## src/rtl/truth_table_sweeper_pkg.sv

```systemverilog
// Shared types for the truth-table sweeper: FSM states, settle counter width, table width helper.
// No logic; no latency; no flow control.
// Backpressure: not applicable.
package sweeper_pkg;

    typedef enum logic [1:0] {
        IDLE,
        DRIVE,
        SAMPLE,
        DONE
    } state_t;

    localparam int SETTLE_CNT_W = 4;

    function automatic int tw_of(input int num_in);
        return 1 << num_in;
    endfunction

endpackage

```

## src/rtl/truth_table_sweeper_if.sv

```systemverilog
// Stimulus/response bundle between the sweeper and the combinational function under test.
// Pure wiring; zero latency.
// Backpressure: none, start/abort are level-sampled pulses.
interface truth_table_sweeper_if #(
    parameter int NUM_IN = 4
);
    localparam int TW = 1 << NUM_IN;

    logic              start;
    logic              abort;
    logic [TW-1:0]     exp_table;
    logic              f_in;
    logic [NUM_IN-1:0] vec;
    logic              busy;
    logic              done;
    logic              pass;
    logic [TW-1:0]     captured;
    logic [NUM_IN:0]   mismatch_cnt;
    logic [NUM_IN-1:0] first_fail_idx;

    modport master (
        input  start, abort, exp_table, f_in,
        output vec, busy, done, pass, captured, mismatch_cnt, first_fail_idx
    );

    modport slave (
        output start, abort, exp_table, f_in,
        input  vec, busy, done, pass, captured, mismatch_cnt, first_fail_idx
    );

endinterface

```

## src/rtl/truth_table_sweeper_settle_counter.sv

```systemverilog
// Counts hold cycles for one applied vector and flags the last one before sampling.
// Flag is combinational from the registered count (SETTLE_CYCLES cycles after clear).
// Backpressure: none; en simply freezes the count.
module settle_counter
    import sweeper_pkg::*;
#(
    parameter int SETTLE_CYCLES = 2
) (
    input  logic clk,
    input  logic rst_n,
    input  logic clear,
    input  logic en,
    output logic tc
);

    logic [SETTLE_CNT_W-1:0] cnt;

    always_ff @(posedge clk or negedge rst_n) begin
        if (!rst_n) begin
            cnt <= '0;
        end else if (clear) begin
            cnt <= '0;
        end else if (en) begin
            cnt <= cnt + SETTLE_CNT_W'(1);
        end
    end

    assign tc = (cnt == SETTLE_CNT_W'(SETTLE_CYCLES - 1));

endmodule

```

## src/rtl/truth_table_sweeper.sv

```systemverilog
// Exhaustively drives every input vector, captures the function output and scores it against exp_table.
// Latency: done pulses TW*(SETTLE_CYCLES+1)+1 cycles after the accepted start edge.
// Backpressure: start ignored unless IDLE; abort cancels any sweep without done.
module truth_table_sweeper
    import sweeper_pkg::*;
#(
    parameter int NUM_IN        = 4,
    parameter int SETTLE_CYCLES = 2
) (
    input  logic                     clk,
    input  logic                     rst_n,
    truth_table_sweeper_if.master    bus
);

    localparam int             TW       = tw_of(NUM_IN);
    localparam int             IW       = NUM_IN + 1;
    localparam logic [IW-1:0]  LAST_IDX = IW'(TW - 1);

    state_t            state;
    logic [IW-1:0]     idx;
    logic [TW-1:0]     exp_q;
    logic [TW-1:0]     captured_q;
    logic [NUM_IN-1:0] vec_q;
    logic [NUM_IN-1:0] ffi_q;
    logic [NUM_IN:0]   mcnt_q;
    logic              busy_q;
    logic              done_q;
    logic              pass_q;
    logic              settle_tc;
    logic [NUM_IN-1:0] cur;

    assign cur = idx[NUM_IN-1:0];

    settle_counter #(
        .SETTLE_CYCLES(SETTLE_CYCLES)
    ) u_settle (
        .clk  (clk),
        .rst_n(rst_n),
        .clear(state != DRIVE),
        .en   (state == DRIVE),
        .tc   (settle_tc)
    );

    always_ff @(posedge clk or negedge rst_n) begin
        if (!rst_n) begin
            state      <= IDLE;
            idx        <= '0;
            exp_q      <= '0;
            captured_q <= '0;
            vec_q      <= '0;
            ffi_q      <= '0;
            mcnt_q     <= '0;
            busy_q     <= 1'b0;
            done_q     <= 1'b0;
            pass_q     <= 1'b0;
        end else begin
            done_q <= 1'b0;
            // abort outranks everything, including a same-cycle sample update
            if (bus.abort && state != IDLE) begin
                state  <= IDLE;
                busy_q <= 1'b0;
                pass_q <= 1'b0;
            end else begin
                case (state)
                    IDLE: begin
                        if (bus.start && !bus.abort) begin
                            exp_q      <= bus.exp_table;
                            captured_q <= '0;
                            mcnt_q     <= '0;
                            ffi_q      <= '0;
                            pass_q     <= 1'b0;
                            idx        <= '0;
                            vec_q      <= '0;
                            busy_q     <= 1'b1;
                            state      <= DRIVE;
                        end
                    end
                    DRIVE: begin
                        vec_q <= cur;
                        if (settle_tc) state <= SAMPLE;
                    end
                    SAMPLE: begin
                        captured_q[cur] <= bus.f_in;
                        if (bus.f_in != exp_q[cur]) begin
                            mcnt_q <= mcnt_q + IW'(1);
                            if (mcnt_q == '0) ffi_q <= cur;
                        end
                        if (idx == LAST_IDX) begin
                            state <= DONE;
                        end else begin
                            // next vector goes out now so every vector gets the full hold time
                            idx   <= idx + IW'(1);
                            vec_q <= cur + NUM_IN'(1);
                            state <= DRIVE;
                        end
                    end
                    DONE: begin
                        done_q <= 1'b1;
                        busy_q <= 1'b0;
                        pass_q <= (mcnt_q == '0);
                        state  <= IDLE;
                    end
                    default: state <= IDLE;
                endcase
            end
        end
    end

    assign bus.vec            = vec_q;
    assign bus.busy           = busy_q;
    assign bus.done           = done_q;
    assign bus.pass           = pass_q;
    assign bus.captured       = captured_q;
    assign bus.mismatch_cnt   = mcnt_q;
    assign bus.first_fail_idx = ffi_q;

endmodule

```

## src/flat_wrapper.sv

```systemverilog
// flat-port wrapper written by rule: the top's interface ports become plain ports
module truth_table_sweeper_flat import sweeper_pkg::*;
#(
    parameter int NUM_IN        = 4,
    parameter int SETTLE_CYCLES = 2
)
  (clk, rst_n, bus_start, bus_abort, bus_exp_table, bus_f_in, bus_vec, bus_busy, bus_done, bus_pass, bus_captured, bus_mismatch_cnt, bus_first_fail_idx);
  truth_table_sweeper_if #(.NUM_IN(NUM_IN)) bus_i ();
  input  logic clk;
  input  logic rst_n;
  input wire logic [$bits(bus_i.start)-1:0] bus_start;
  input wire logic [$bits(bus_i.abort)-1:0] bus_abort;
  input wire logic [$bits(bus_i.exp_table)-1:0] bus_exp_table;
  input wire logic [$bits(bus_i.f_in)-1:0] bus_f_in;
  output wire logic [$bits(bus_i.vec)-1:0] bus_vec;
  output wire logic [$bits(bus_i.busy)-1:0] bus_busy;
  output wire logic [$bits(bus_i.done)-1:0] bus_done;
  output wire logic [$bits(bus_i.pass)-1:0] bus_pass;
  output wire logic [$bits(bus_i.captured)-1:0] bus_captured;
  output wire logic [$bits(bus_i.mismatch_cnt)-1:0] bus_mismatch_cnt;
  output wire logic [$bits(bus_i.first_fail_idx)-1:0] bus_first_fail_idx;
  assign bus_i.start = bus_start;
  assign bus_i.abort = bus_abort;
  assign bus_i.exp_table = bus_exp_table;
  assign bus_i.f_in = bus_f_in;
  assign bus_vec = bus_i.vec;
  assign bus_busy = bus_i.busy;
  assign bus_done = bus_i.done;
  assign bus_pass = bus_i.pass;
  assign bus_captured = bus_i.captured;
  assign bus_mismatch_cnt = bus_i.mismatch_cnt;
  assign bus_first_fail_idx = bus_i.first_fail_idx;
  truth_table_sweeper #(.NUM_IN(NUM_IN), .SETTLE_CYCLES(SETTLE_CYCLES)) u_core (.clk(clk), .rst_n(rst_n), .bus(bus_i));
endmodule
```

## config.mk

```make
export PLATFORM = sky130hd
export DESIGN_NAME = truth_table_sweeper_flat
export DESIGN_NICKNAME = d
export VERILOG_FILES = /design/src/rtl/truth_table_sweeper_pkg.sv /design/src/rtl/truth_table_sweeper_if.sv /design/src/rtl/truth_table_sweeper_settle_counter.sv /design/src/rtl/truth_table_sweeper.sv /design/src/flat_wrapper.sv
export SDC_FILE = /design/constraint.sdc
export NUM_CORES = 1
export LEC_CHECK = 0
export CAP_MARGIN = 40
export CORE_ASPECT_RATIO = 1.5
export CORE_MARGIN = 1
export CORE_UTILIZATION = 54
export CTS_CLUSTER_SIZE = 12
export DETAILED_ROUTE_END_ITERATION = 6
export PLACE_DENSITY = 0.88
export SLEW_MARGIN = 20
export SYNTH_ARGS = -nofsm -noshare
export SYNTH_HDL_FRONTEND = slang
export SYNTH_SLANG_ARGS = --single-unit
```

## constraint.sdc

```tcl
create_clock -name clk -period 6.63 [get_ports clk]
set_clock_uncertainty 0.2 [all_clocks]
set_input_delay 1.326 -clock clk [delete_from_list [all_inputs] [get_ports clk]]
set_output_delay 1.326 -clock clk [all_outputs]
set_load 0.05 [all_outputs]
```

* Word-level counts from Yosys, hierarchy flattened
Cells that the tools add are included.
Cells by class: bitwise gates (word level) 1, order comparisons 2, equal/unequal tests 13, reductions and logical operators 19, muxes and demuxes 33, add/sub/neg operators 4
Operators with widths (count):
- $pmux W16 S2 | 1
- $mux W4 | 6
- $pmux W5 S2 | 2
- $bwmux W16 | 1
- $mux W16 | 1
- $mux W5 | 3
- $pmux W4 S3 | 1
- $reduce_and A4 Y1 | 3
- $add A5 B1 Y5 const B | 2
- $add A4 B1 Y4 const B | 2
- $mux W1 | 8
- $mux W2 | 4
- $ne A2 B1 Y1 const B | 4
- $pmux W2 S4 | 1
- $pmux W4 S2 | 1
- $ne A3 B1 Y1 const B | 2
- $reduce_and A3 Y1 | 2
- $reduce_bool A2 Y1 | 3
- $reduce_bool A3 Y1 | 2
- $eq A5 B4 Y1 const B | 1
- $logic_not A5 Y1 | 1
- $lt A4 B5 Y1 const B | 1
- $reduce_and A5 Y1 | 1
- $bmux W1 S4 | 1
- other kinds (13) | 18
Storage, ports and cells: output and inout bits 32, logic and storage cells 83, input bits 21, bits in registers 59

* Logic depth before layout (Yosys ltp)
Gate-level depths: netlist of run 1.
depth after elaboration 6, depth in mapped cells 10, depth with buffers taken out 7

* Hierarchy
From an unflattened synthesis of run 1, not the netlist that was laid out.
Second synthesis, totals: cells, all modules 321, area, all modules 3218.1 µm²
Modules (own cells, without submodules):
- truth_table_sweeper | sequential area each 1376.3 µm², instances 1, area an instance 2996.6 µm², cells each 301
- settle_counter | sequential area each 100.1 µm², instances 1, area an instance 221.5 µm², cells each 20

* Worst setup path after synthesis of run 1
OpenSTA, ideal clock, no wires.
path kind input port to flip-flop, start in bus_start, end reg u_core.idx[3], arrival 2454 ps, slack 3910 ps, setup time 66 ps, cell stages on the path 6, buffers on the path 1, data required time 6364 ps, cell sequence mux2i_1 -> or2_2 -> clkbuf_1 -> or4_1 -> nand2_1 -> a22o_1
On the way: cells in the longest elaborated chain, start to end 3
Ends and longest elaborated chain:
- start: declaration | RTL line flat_wrapper.sv:11 | input wire logic [$bits(bus_i.start)-1:0] bus_start;
- $logic_and A1 B1 Y1 | RTL line truth_table_sweeper.sv:66 | if (bus.start && !bus.abort) begin
- $ne A2 B1 Y1 (no source line)
- $reduce_and A4 Y1 (no source line)
- end signal: assignment | RTL line truth_table_sweeper.sv:92 | idx <= idx + IW'(1);
- end: declaration | RTL line truth_table_sweeper.sv:20 | logic [IW-1:0] idx;
No other way between the ends. A chain may end at the register's enable or synchronous reset.

* Worst setup path after layout of run 1
start reg u_core.mcnt_q[4] (netlist: u_core.bus.mismatch_cnt[4]), end out bus_mismatch_cnt[4]
RTL lines:
- start: declaration | RTL line truth_table_sweeper.sv:25 | logic [NUM_IN:0] mcnt_q;
- start signal: assignment | RTL line truth_table_sweeper.sv:85 | mcnt_q <= mcnt_q + IW'(1);
- end: declaration | RTL line flat_wrapper.sv:20 | output wire logic [$bits(bus_i.mismatch_cnt)-1:0] bus_mismatch_cnt;
No word-level cell between the ends.

==> results of run 1 <==
[state kept, by name, indices dropped and copies added, names as in the netlist]
register                   cells
u_core.state                   2
u_core.bus.captured           16
u_core.bus.vec                 4
u_core.bus.first_fail_idx      4
u_core.u_settle.cnt            4
u_core.idx                     5
u_core.bus.done                1
u_core.bus.mismatch_cnt        5
u_core.bus.busy                1
u_core.exp_q                  16
u_core.bus.pass                1
[worst register-to-register path: cells and delay by family, from the launching register on]
kind | cells | cell delay [ns]
flops | 1 | 0.69
mux | 1 | 0.65
simple gates | 2 | 0.64
compound gates | 3 | 0.52
[kinds of logic after synthesis]
kind of cell | count (synthesis)
fa+ha+maj | 14
flops | 59
simple gates | 74
buf+inv | 33
compound gates | 89
mux | 24
xor+xnor | 4
[path summary, 6_finish.rpt]
kind                                       startpoint                         end  depth (start not counted)
max                        u_core.bus.mismatch_cnt[4]         bus_mismatch_cnt[4]                          1
min                            u_core.u_settle.cnt[0]      u_core.u_settle.cnt[0]                          1
max reg2reg                             u_core.idx[0]  u_core.bus.mismatch_cnt[4]                          6
min reg2reg                    u_core.u_settle.cnt[0]      u_core.u_settle.cnt[0]                          1
max in group asynchronous                       rst_n            u_core.exp_q[13]                          2
min in group asynchronous                       rst_n     u_core.bus.captured[13]                          2
[area by class of cell]
type / instances / area share
clock inverters: 4 / 0.0125
inverters: 15 / 0.0148
repair buffers: 54 / 0.139
clock buffers: 12 / 0.0434
flip-flops and latches: 59 / 0.388
multi-input cells: 205 / 0.379
well taps: 70 / 0.0230
[cells in the final DEF (no fill, tap or decap), types with 3 or more instances in the layout]
cell type	count
dfrtp_1	59
and3_1	4
ha_1	14
a31oi_1	3
nand4_1	3
o22ai_1	5
nand3_1	9
o311ai_0	3
inv_1	14
and2_1	7
clkdlybuf4s50_1	51
a21oi_1	25
nand2b_1	4
nand2_1	24
o21ai_0	39
mux2_2	18
nor2b_1	6
clkbuf_8	12
mux4_2	3
nor2_1	7
[stage by stage]
step	total power (W)	area (um2)	hold WS (ns)	utilization
after floorplan	0.000888	3060	0.257	-
after global placement	0.00100	3590	0.281	0.659
after detailed placement	0.00102	3590	0.292	0.659
after CTS	0.00137	3800	0.300	0.698
after global routing	0.00145	3800	0.315	0.698
final	0.00137	3800	0.297	0.698
[where the power goes]
group / total [W] / internal (W) / switching (W)
Clock: 0.000342 / 0.000203 / 0.000139
Sequential: 0.000519 / 0.000446 / 0.0000730
Combinational: 0.000506 / 0.000212 / 0.000294
Total: 0.00137 / 0.000861 / 0.000506
[routing by layer]
metal  track usage  routed length, um  vias up  part of all wire
met1         0.277               2520     1172              0.38
met4         0.133                162        0             0.024
met5             0                  0        -                 0
met3        0.0558                301       17             0.045
met2         0.451               3640       76              0.55
li1              -                  -     1159                 -
==> impl_metrics.yaml, run 1 <==
outcome:
  status: "finished, final reports clean"
setup_path:
  cp.arrival_ns: 1.67
  path_delay_family: "buffers and inverters"
  reg2reg_slack_ns: 3.81
  end_kind: "primary output"
  slowest_delay_ns: 0.85
  path_cells: "clkdlybuf4s50_1"
  crit_type: "reg2out"
  crit_slowest_cell: "clkdlybuf4s50_1"
  cp_num_buf_inv: 1
  path_max_fanout: 5
  cp.required_ns: 5.10
  worst_setup_path_start_kind: "flop"
layout:
  multiInputGateArea_um2: 1440
  final_cells: 419
  seq_area_um2: 1480
  drive_gt1_frac: 0.132
  nFillCells: 422
  layout.nets: 379
  syn_to_final_growth_pct: 24.4
  insertedDiodeCount: 0
timing:
  slew_headroom: 0.498
  fin_setup_tns_ns: 0
  tightest_slew_ns: 0.750
  clock.fmax_mhz: 313
  rsz0062_at_grt: "no"
  setup_viol_count_final: 0
  period_needed_ns: 3.20
  finalHoldViolations: 0
  slew_viol_final: 0
  layout_setup_ws_ns: 3.43
  min_period_over_period: 0.482
logic_synthesis:
  synth_compound_area_frac: 0.169
  synthXorXnorAreaFrac: 0.0115
  synth_cell_type_count: 42
  synth.area.mux_share: 0.103
  synthAdderAreaFrac: 0.0573
  yosys_most_used_dff: "dfrtp_1"
  synth.area.top_cells: "dfrtp_1 (48%), mux2_2 (6.6%), o21ai_0 (6.4%), ha_1 (5.7%), a21oi_1 (4.1%)"
  synth.avg_cell_area_um2: 10.3
  ys_seq_elements: 59
  synthMostInstantiatedCell: "dfrtp_1"
  yosys_warnings: 0
  synth_common_cells: "dfrtp_1 (59), o21ai_0 (39), a21oi_1 (25)"
  yosys.area.top_type_share: 0.483
  syn-cell-area_um2: 3060
  synth_top_area_cell: "dfrtp_1"
  syn-num-nets: 332
  async_flop_share: 1.00
  synth_edf_count: 0
  seq_area_frac_synth: 0.483
  synthSimpleGateAreaFrac: 0.130
  synth_cells: 297
  synth_top_family_by_area: "compound AO/OA/AOI/OAI gates"
clock_tree:
  post_cts_resized: 0
  cts.sinks: 59
  numCtsBuffers: 9
  clkTransAtPathRegs_ns: 0.07
  clk_root_buffer_cell: "clkbuf_8"
  insertion_delay_ns: 0.35
  htree_levels: 3
  cts_setup_buffers: 0
  clockBufferDepth: 2
  cts_hold_buf: 0
  cts_tree: "built"
global_routing:
  grtUsageTotal: 0.253
  grt_first_pass_wirelength_um: 11300
  antenna_found_initial: 0
  grt_overflow: 0
  grt_start_max_net_pins: 60
  grt_pass1_vias: 2468
placed_design:
  portBuffers: 52
  gp_congestion: 0.923
  dpl.hpwl_um: 4670
  post-place-cells: 403
  place_ws_ns: 3.11
floorplanning:
  die_w_um: 63.5
  floorplan.initialDensity: 0.561
  rows: 33
  io_pins: 53
  dieArea_um2: 5980
  chipHeight_um: 94.2
  core_um2: 5450
pwr:
  ir_worst_vdd_mv: 0.256
  powerDensity_nw_per_um2: 359
  p_leak_nw: 1.62
routing:
  vias: 2424
  drc: 0
  vias_per_cell: 5.79
  ant_nets: 0
  wl_um: 6620
  wl_per_cell_um: 15.8
  first_iter_violations: 155
  dr.pass1.iters: 5
min_path:
  hp-class: "reg2reg"
flow_run:
  max-cap-violations: 0
No activity file was read; power rests on OpenSTA's default activity.
==> run 2: changes to the inputs <==
--- a/config.mk
+++ b/config.mk
@@ -8,10 +8,10 @@
 export CAP_MARGIN = 40
 export CORE_ASPECT_RATIO = 1.5
 export CORE_MARGIN = 1
-export CORE_UTILIZATION = 54
+export CORE_UTILIZATION = 48
 export CTS_CLUSTER_SIZE = 12
 export DETAILED_ROUTE_END_ITERATION = 6
-export PLACE_DENSITY = 0.88
+export PLACE_DENSITY = 0.83
 export SLEW_MARGIN = 20
 export SYNTH_ARGS = -nofsm -noshare
 export SYNTH_HDL_FRONTEND = slang
==> constraint.sdc (replaced) <==
create_clock -name clk -period 2.9 [get_ports clk]
set_clock_uncertainty 0.2 [all_clocks]
set_input_delay 0.58 -clock clk [delete_from_list [all_inputs] [get_ports clk]]
set_output_delay 0.58 -clock clk [all_outputs]
set_load 0.05 [all_outputs]
==> run 2 against run 1 <==
Net effect: cell area up 2.5%; register-to-register slack lost 3.7 ns; sequential power increased by 130%; highest routed layer unchanged; non-clock buffer count up 8; critical endpoint is now u_core.bus.mismatch_cnt[4]; routed wire length is essentially flat; critical path type is now reg2reg; worst hold slack worse by 0.14 ns; first-iteration DRC count up 1.9%; via count increased by 2.9%.
==> impl_metrics.yaml, run 2 (synthesis gave the netlist of run 1 again) <==
outcome:
  status: "finished, final reports clean"
placed_design:
  gp_congestion: 0.861
  place_ws_ns: 0.139
  post-place-cells: 415
  dpl.hpwl_um: 4760
  portBuffers: 52
layout:
  syn_to_final_growth_pct: 27.4
  insertedDiodeCount: 0
  layout_common_cells: "dfrtp_1 (59), clkdlybuf4s50_1 (51), o21ai_0 (39)"
  drive_gt1_frac: 0.148
  layout.nets: 387
  final_common_cell: "dfrtp_1"
  final_cells: 431
global_routing:
  grtUsageTotal: 0.222
  grt_start_max_net_pins: 60
  grt_overflow: 0
  grt_pass1_vias: 2350
  grt_first_pass_wirelength_um: 10900
  antenna_found_initial: 0
routing:
  first_iter_violations: 158
  vias: 2495
  drc: 0
  ant_nets: 0
  wl_um: 6620
  wl_per_cell_um: 15.4
  vias_per_cell: 5.79
  dr.pass1.iters: 5
clock_tree:
  htree_levels: 3
  clkTransAtPathRegs_ns: 0.07
  cts_tree: "built"
  cts_hold_buf: 0
  cts_setup_buffers: 0
  clk_root_buffer_cell: "clkbuf_8"
  insertion_delay_ns: 0.35
  post_cts_resized: 0
  cts.sinks: 59
  clockBufferDepth: 2
  numCtsBuffers: 9
timing:
  period_needed_ns: 2.78
  rsz0062_at_grt: "no"
  clock.fmax_mhz: 359
  tightest_slew_ns: 0.721
  layout_setup_ws_ns: 0.118
  min_period_over_period: 0.959
  finalHoldViolations: 0
  slew_viol_final: 0
  fin_setup_tns_ns: 0
  setup_viol_count_final: 0
  slew_headroom: 0.519
floorplanning:
  core_um2: 6130
  io_pins: 53
  rows: 35
  die_w_um: 67.2
  dieArea_um2: 6700
  chipHeight_um: 99.8
  floorplan.initialDensity: 0.499
min_path:
  hp-class: "in2async"
setup_path:
  cp.required_ns: 2.93
  path_cells: "mux4_1, a22oi_2, a21oi_2, or3_1, nor4b_4, a211o_1"
  cp_num_buf_inv: 0
  path_max_fanout: 12
  crit_slowest_cell: "dfrtp_1"
  crit_type: "reg2reg"
  slowest_delay_ns: 0.67
  end_kind: "flop"
  worst_setup_path_start_kind: "flop"
  cp.arrival_ns: 2.81
  path_delay_family: "flip-flops"
pwr:
  power_w: 0.00329
  p_leak_nw: 1.68
  powerDensity_nw_per_um2: 844
  ir_worst_vdd_mv: 0.571
flow_run:
  max-cap-violations: 0
[run 2: layout make-up]
class	instances	area (um2)
fillers	504	2230
flip-flops and latches	59	1480
multi-input cells	205	1440
repair buffers	62	591
clock buffers	11	141
clock inverters	5	100
well taps	74	92.6
inverters	15	56.3
[run 2: metal layers]
| metal | routed length, um | GRT usage | vias up |
|---|---|---|---|
| li1 | - | - | 1172 |
| met3 | 310 | 0.0602 | 11 |
| met1 | 2650 | 0.265 | 1237 |
| met4 | 140 | 0.0949 | 0 |
| met5 | 0 | 0 | - |
| met2 | 3520 | 0.366 | 75 |
[run 2: worst paths after layout]
path                                  from                    endpoint  slack [ns]  cells past startpoint
max                          u_core.idx[0]  u_core.bus.mismatch_cnt[4]        0.12                      6
min                                  rst_n           u_core.bus.vec[1]        0.16                      2
max reg2reg                  u_core.idx[0]  u_core.bus.mismatch_cnt[4]        0.12                      6
min reg2reg                u_core.exp_q[2]             u_core.exp_q[2]        0.30                      1
max in group asynchronous            rst_n  u_core.bus.mismatch_cnt[3]        1.85                      2
min in group clk           u_core.exp_q[2]             u_core.exp_q[2]        0.30                      1
[run 2: per-stage QoR]
stage	area (um2)	util	hold WS, ns
finish	3900	0.636	0.156
global placement	3660	0.597	0.273
CTS	3900	0.636	0.194
global route	3900	0.636	0.235
floorplan	3060	-	0.0844
detailed placement	3660	0.597	0.293
[run 2: power by group]
| part | total (W) | internal (W) | switching (W) |
|---|---|---|---|
| sequential | 0.00119 | 0.00102 | 0.000166 |
| combinational | 0.00119 | 0.000518 | 0.000676 |
| clock | 0.000910 | 0.000591 | 0.000319 |
